`src/rtl/conv_ctrl.sv`:
```
// conv_ctrl: sequencer for one ifmap-by-filter convolution job.
// Loads the filter into the PE rows, streams the ifmap column by column,
// waits out the PE pipeline, then drains one ofmap column per streamed
// column once the filter window is fully covered.
//
// Ports
//   clk, rst              clock, asynchronous active-low reset
//   start                 job request, sampled only while idle
//   busy, done            job in progress / one-cycle end-of-job pulse
//   fil_rd_en/addr        filter RAM read, addr = row*FIL_S+col
//   fil_vld/row/col       filter word valid + tags, read strobe delayed 1
//   di_rd_en/addr         ifmap RAM read, addr = row*DI_W+col
//   pe_en/row/col         ifmap word valid + tags, read strobe delayed 1
//   pe_clr                clear PE partial sums
//   do_wr_valid/ready     ofmap write handshake
//   do_wr_addr            ofmap address, y*DO_W+x
module conv_ctrl #(
  parameter int unsigned INWIDTH  = 16,
  parameter int unsigned DI_W     = 7,
  parameter int unsigned FIL_S    = 3,
  parameter int unsigned DO_W     = 5,
  parameter int unsigned PIPE_LAT = 2
) (
  input  logic                            clk,
  input  logic                            rst,
  input  logic                            start,
  output logic                            busy,
  output logic                            done,
  output logic                            fil_rd_en,
  output logic [$clog2(FIL_S*FIL_S)-1:0]  fil_rd_addr,
  output logic                            fil_vld,
  output logic [$clog2(FIL_S)-1:0]        fil_row,
  output logic [$clog2(FIL_S)-1:0]        fil_col,
  output logic                            di_rd_en,
  output logic [$clog2(DI_W*DI_W)-1:0]    di_rd_addr,
  output logic                            pe_en,
  output logic [$clog2(DI_W)-1:0]         pe_row,
  output logic [$clog2(DI_W)-1:0]         pe_col,
  output logic                            pe_clr,
  output logic                            do_wr_valid,
  input  logic                            do_wr_ready,
  output logic [$clog2(DO_W*DO_W)-1:0]    do_wr_addr
);

  localparam int unsigned FA_W = $clog2(FIL_S*FIL_S);
  localparam int unsigned FR_W = $clog2(FIL_S);
  localparam int unsigned DA_W = $clog2(DI_W*DI_W);
  localparam int unsigned DR_W = $clog2(DI_W);
  localparam int unsigned OA_W = $clog2(DO_W*DO_W);
  localparam int unsigned OY_W = $clog2(DO_W);
  localparam int unsigned WC_W = (PIPE_LAT > 1) ? $clog2(PIPE_LAT) : 1;

  // Reject parameter sets the sequencing cannot honour.
  if (INWIDTH < 1 || PIPE_LAT < 1 || DO_W != DI_W - FIL_S + 1) begin : g_bad_param
    $error("conv_ctrl: inconsistent parameters");
  end

  typedef enum logic [2:0] {IDLE, FIL, READ, WAIT, DRAIN, DONE} state_t;

  state_t            state_q, state_d;
  logic [FR_W-1:0]   frow_q, frow_d, fcol_q, fcol_d;
  logic [DR_W-1:0]   r_q, r_d, c_q, c_d;
  logic [OY_W-1:0]   y_q, y_d;
  logic [WC_W-1:0]   wc_q, wc_d;
  logic              pe_clr_fil_q;

  logic              busy_d, done_d, fil_en_d, di_en_d, do_vld_d, clr_fil_d;
  logic [FA_W-1:0]   fil_addr_d;
  logic [DA_W-1:0]   di_addr_d;
  logic [OA_W-1:0]   do_addr_d;

  // Next state / counters, then the outputs the next cycle must show.
  always_comb begin
    state_d = state_q;
    frow_d  = frow_q;
    fcol_d  = fcol_q;
    r_d     = r_q;
    c_d     = c_q;
    y_d     = y_q;
    wc_d    = wc_q;

    case (state_q)
      IDLE: begin
        if (start) begin
          state_d = FIL;
          frow_d  = '0;
          fcol_d  = '0;
        end
      end
      FIL: begin
        if (fcol_q == FR_W'(FIL_S - 1)) begin
          fcol_d = '0;
          if (frow_q == FR_W'(FIL_S - 1)) begin
            state_d = READ;
            r_d     = '0;
            c_d     = '0;
          end else begin
            frow_d = frow_q + FR_W'(1);
          end
        end else begin
          fcol_d = fcol_q + FR_W'(1);
        end
      end
      READ: begin
        if (r_q == DR_W'(DI_W - 1)) begin
          r_d = '0;
          // Output columns exist only once a full filter width has streamed.
          if (c_q >= DR_W'(FIL_S - 1)) begin
            state_d = WAIT;
            wc_d    = '0;
          end else begin
            c_d = c_q + DR_W'(1);
          end
        end else begin
          r_d = r_q + DR_W'(1);
        end
      end
      WAIT: begin
        if (wc_q == WC_W'(PIPE_LAT - 1)) begin
          state_d = DRAIN;
          y_d     = '0;
        end else begin
          wc_d = wc_q + WC_W'(1);
        end
      end
      DRAIN: begin
        if (do_wr_ready) begin
          if (y_q == OY_W'(DO_W - 1)) begin
            if (c_q == DR_W'(DI_W - 1)) begin
              state_d = DONE;
            end else begin
              state_d = READ;
              r_d     = '0;
              c_d     = c_q + DR_W'(1);
            end
          end else begin
            y_d = y_q + OY_W'(1);
          end
        end
      end
      DONE: state_d = IDLE;
      default: state_d = IDLE;
    endcase

    busy_d     = (state_d != IDLE);
    done_d     = (state_d == DONE);
    fil_en_d   = (state_d == FIL);
    di_en_d    = (state_d == READ);
    do_vld_d   = (state_d == DRAIN);
    clr_fil_d  = fil_en_d && (frow_d == FR_W'(FIL_S - 1)) && (fcol_d == FR_W'(FIL_S - 1));
    fil_addr_d = fil_en_d ? FA_W'(frow_d) * FA_W'(FIL_S) + FA_W'(fcol_d) : '0;
    di_addr_d  = di_en_d ? DA_W'(r_d) * DA_W'(DI_W) + DA_W'(c_d) : '0;
    do_addr_d  = do_vld_d ? OA_W'(y_d) * OA_W'(DO_W) + OA_W'(c_d) - OA_W'(FIL_S - 1) : '0;
  end

  // State, counters, registered strobes and the 1-cycle-late RAM tags.
  always_ff @(posedge clk or negedge rst) begin
    if (!rst) begin
      state_q      <= IDLE;
      frow_q       <= '0;
      fcol_q       <= '0;
      r_q          <= '0;
      c_q          <= '0;
      y_q          <= '0;
      wc_q         <= '0;
      busy         <= 1'b0;
      done         <= 1'b0;
      fil_rd_en    <= 1'b0;
      fil_rd_addr  <= '0;
      di_rd_en     <= 1'b0;
      di_rd_addr   <= '0;
      do_wr_valid  <= 1'b0;
      do_wr_addr   <= '0;
      pe_clr_fil_q <= 1'b0;
      fil_vld      <= 1'b0;
      fil_row      <= '0;
      fil_col      <= '0;
      pe_en        <= 1'b0;
      pe_row       <= '0;
      pe_col       <= '0;
    end else begin
      state_q      <= state_d;
      frow_q       <= frow_d;
      fcol_q       <= fcol_d;
      r_q          <= r_d;
      c_q          <= c_d;
      y_q          <= y_d;
      wc_q         <= wc_d;
      busy         <= busy_d;
      done         <= done_d;
      fil_rd_en    <= fil_en_d;
      fil_rd_addr  <= fil_addr_d;
      di_rd_en     <= di_en_d;
      di_rd_addr   <= di_addr_d;
      do_wr_valid  <= do_vld_d;
      do_wr_addr   <= do_addr_d;
      pe_clr_fil_q <= clr_fil_d;
      // Counters still hold the indices of the read currently on the bus.
      fil_vld      <= fil_rd_en;
      fil_row      <= fil_rd_en ? frow_q : '0;
      fil_col      <= fil_rd_en ? fcol_q : '0;
      pe_en        <= di_rd_en;
      pe_row       <= di_rd_en ? r_q : '0;
      pe_col       <= di_rd_en ? c_q : '0;
    end
  end

  // The drain-side clear must coincide with the accepted last write of a
  // column, so it follows do_wr_ready in the same cycle.
  assign pe_clr = pe_clr_fil_q
                | (do_wr_valid && do_wr_ready && (y_q == OY_W'(DO_W - 1)));

endmodule

```
`config.mk`:
```
export PLATFORM = sky130hd
export DESIGN_NAME = conv_ctrl
export DESIGN_NICKNAME = d
export VERILOG_FILES = /design/src/rtl/conv_ctrl.sv
export SDC_FILE = /design/constraint.sdc
export NUM_CORES = 1
export LEC_CHECK = 0
export ABC_AREA = 1
export BUFFER_PORTS_ARGS = -buffer_cell sky130_fd_sc_hd__buf_4
export CORE_AREA = 5 5 80 82
export DETAILED_ROUTE_END_ITERATION = 16
export DIE_AREA = 0 0 85 87
export PLACE_DENSITY = 0.74
export SYNTH_ARGS = -nofsm -noshare
export SYNTH_HDL_FRONTEND = slang
export SYNTH_SLANG_ARGS = --single-unit
```
`constraint.sdc`:
```
create_clock -name clk -period 3.3 [get_ports clk]
set_clock_uncertainty 0.15 [all_clocks]
set_input_delay 0.165 -clock clk [delete_from_list [all_inputs] [get_ports clk]]
set_output_delay 0.165 -clock clk [all_outputs]
set_load 0.01 [all_outputs]
```
==> summary.md <==
| Metric | Value |
|---|---|
| Die area | `7400 um2` |
| I/O Pins | `37` |
| Sink Count | `50` |
| Syn_nets | `337` |
| Max-Cap Viols | `0` |
| Violated checks | `setup timing` |
| Cell area after synthesis | `2810 um2` |
| Storage element area | `between 1000 and 1500 um2` |
| Pin count of the biggest net entering global routing | `51` |
| Diode count | `0` |
| Compound-Gate Fraction of Synth Area | `between 6 and 7%` |
| Layout fillers | `473` |
| Largest family of logic cells by synthesized area | `simple AND/OR/NAND/NOR gates` |
| LEAKAGE | `2.05 nW` |
| GRT Resource Usage Total | `between 10% and 20%` |
| Worst Max-Slew Pin Slew | `~620 ps` |
| Core area | `5680 um2` |
| Initial Util | `49.6%` |
| Largest buffer count on any clock path | `2` |
| Port Buf Inserts | `36` |
| Synth cell types | `34` |
| Area after DPL | `around 3400 um2` |
| Antenna-violating nets left | `0` |
| Die Wd | `85 um` |
| Post-Synth Adder-Cell Area | `between 15 and 20%` |
| Worst-path clk slew | `90 ps` |
| Height of the die | `roughly 87 um` |
| CP max FO | `4` |
| Clk Latency, worst-skew pair | `between 300 and 400 ps` |
| Hold Vio Cnt, Final | `0` |
| Worst slew margin | `58.4%` |
| Yosys reg bits | `50` |
| WL per Instance | `between 10 and 15 um` |
| Via/cell ratio | `4.76` |
| H-tree levels | `2` |
| Fin crit share | `100%` |
| Final worst setup slack | `-12.0 ps` |
| Yosys warnings | `0` |
| Maximum vdd drop | `~540 uV` |
| Final Critical Period | `3310 ps` |
| Final setup TNS | `-12.0 ps` |
| RSZ-0062 raised after global routing | `true` |
| First-pass GRT wire length | `~9700 um` |
| Share of cells above drive strength 1 | `33.8%` |
| Layout Cell Area excl Fill | `around 3600 um2` |
| Critical Path AT | `3360 ps` |
| Mux contribution to synthesized area | `0%` |
| DRC | `0` |
| Final Max Tran Viols | `0` |
| Status | `complete, but fails checks` |
| Peak Freq | `302 MHz` |
| Avg Cell Area, Syn | `9.38 um2` |
| Critical Path RT | `~3400 ps` |
| Power, Total | `between 0.003 and 0.004 W` |
| Area Overhead vs Synth | `29.0%` |
| Num CTS Buffers | `5` |
| Drt first pass iters | `4` |
| Post-synthesis simple-gate area fraction | `20.2%` |
| CTS tree | `built` |
| Post-Synth XOR/XNOR Area | `~1.6%` |
| Nets | `415` |
| PD cells | `851 nW/um2` |
| Vias in the first global route | `2180` |
| Row count | `28` |
| Crit path kind | `flop to flop` |
| Hold Slack | `160 ps` |
| Sequential area share after synthesis | `44.5%` |
| Multi-input gate area | `1380 um2` |
| Syn Inst Count | `300` |
| Crit end category | `flop` |
| Clk root buf | `clkbuf_8` |
| Routed vias | `around 2200` |
| Min-Delay Path Class | `input pin to flop` |
| Number of antenna violations at the first check in global routing | `0` |
| GRT overflow | `0` |
| Total Wirelength | `5740 um` |
| Iter 0 DRT Violations | `80` |
| Routability congestion estimate | `0.812` |
| Placed wire-length estimate | `approximately 4300 um` |
| Setup violators final | `1` |
| Worst setup SP type | `flop` |
==> placed cells by master, fill, tap and decap left out, types with 6 or more instances in the layout <==
cell type / instances
clkbuf_8: 6
nand2_2: 7
buf_4: 71
inv_1: 61
ha_1: 22
nand2_1: 48
nand3_1: 14
dfrtp_1: 48
nor2_4: 6
nor2_1: 21
fa_1: 7
inv_2: 8
==> final cells by class <==
| cell class | instances | share of cell area [%] |
|---|---|---|
| clock inverter | 2 | 0.345 |
| multi-input combinational | 179 | 38.0 |
| tap | 75 | 2.59 |
| timing repair buffer | 72 | 15.0 |
| sequential | 50 | 34.5 |
| inverter | 70 | 7.31 |
| clock buffer | 6 | 2.28 |
==> logic make-up after synthesis <==
group | count (synthesis)
and+or+nand+nor | 111
xor gates and xnor gates | 5
AOI/OAI and AO/OA | 30
buffers and inverters | 71
DFF | 50
adders and majority gates | 33
==> flip-flops by register name, summed over array words and instances (netlist names), 2 cells and up <==
name         count
do_wr_addr       5
fcol_q           2
r_q              3
fil_row          2
pe_col           3
frow_q           2
state_q          3
di_rd_addr       6
pe_row           3
fil_col          2
y_q              3
fil_rd_addr      4
c_q              3
==> cell usage after synthesis <==
cell	count	share of area, %
xnor2_1	4	1.2
or2_1	1	0.22
buf_6	1	0.40
dfrtp_1	50	44
a32oi_1	1	0.31
nor2_1	23	3.1
inv_1	65	8.7
o31ai_1	1	0.27
a31oi_1	1	0.22
inv_2	4	0.53
ha_1	24	11
a21oi_2	2	0.62
xor2_1	1	0.31
nand2_4	1	0.40
nor3_1	1	0.18
nand4_4	1	0.76
nor2_2	2	0.44
o211ai_1	5	1.3
nand3b_1	1	0.27
o21ai_1	1	0.18
nand2_2	2	0.44
o21ai_2	2	0.62
nand2_1	53	7.1
nor2_4	4	1.6
o21ai_0	8	1.4
nand4_1	3	0.67
fa_1	9	6.4
inv_4	1	0.22
nor3_4	1	0.58
a21oi_1	6	1.1
o22ai_1	1	0.22
a21o_1	2	0.53
nand3_1	15	2.7
nand3_4	3	1.9
==> final timing paths <==
path / startpoint / end / slack, ps / cells after the start
worst max register to register: y_q[0]$_DFF_PN0_ / di_rd_addr[5]$_DFF_PN0_ / -10 / 17
max in group asynchronous: rst / state_q[2]$_DFF_PN0_ / 2290 / 2
worst max-delay path: y_q[0]$_DFF_PN0_ / di_rd_addr[5]$_DFF_PN0_ / -10 / 17
worst min-delay path: do_wr_ready / y_q[1]$_DFF_PN0_ / 160 / 4
worst min register to register: frow_q[0]$_DFF_PN0_ / fil_row[0]$_DFF_PN0_ / 350 / 2
min in group asynchronous: rst / done$_DFF_PN0_ / 260 / 2
==> what timing repair did <==
item,in CTS,in global routing
pin swaps,5,3
gates resized for setup,5,20
hold buffers,1,0
endpoints found under the setup margin,3,6
hold endpoints to repair,50,0
setup buffers,7,3
==> power by group <==
| part | switching [W] | internal, W |
|---|---|---|
| Sequential | 0.000107 | 0.000768 |
| Clock | 0.000205 | 0.000169 |
| Combinational | 0.00104 | 0.000796 |
| Total | 0.00135 | 0.00173 |
==> layer usage <==
metal	GRT usage (%)	wire length, um	share of wire (%)
met5	0	0	0
met4	5.90	90	1.6
met3	4.35	230	4.0
met2	28.9	2940	51
met1	20.1	2470	43
==> critical path: stages (launching register included) <==
cell and delay, ps:
dfrtp_1 400, inv_2 110, ha_4 170, nand3_4 80
nor2_4 130, nor2_4 60, nand2_1 70, o31ai_2 70
a21oi_2 160, inv_2 60, fa_1 450, fa_1 490
inv_1 60, fa_2 340, nand3_1 90, nand2_1 70
xnor2_1 170, nor2_1 70
==> stage by stage <==
| stage | worst slack [ps] | std cells | utilization (%) |
|---|---|---|---|
| final | -12.0 | 454 | 64.0 |
| after global routing | -223 | 454 | 64.0 |
| after CTS | 13.2 | 451 | 62.5 |
| after detailed placement | -13.4 | 435 | 59.4 |
| after global placement | 23.2 | 435 | 59.4 |
| after floorplan | 51.9 | 300 | - |
Note: power is estimated with default switching activity, not from simulation.
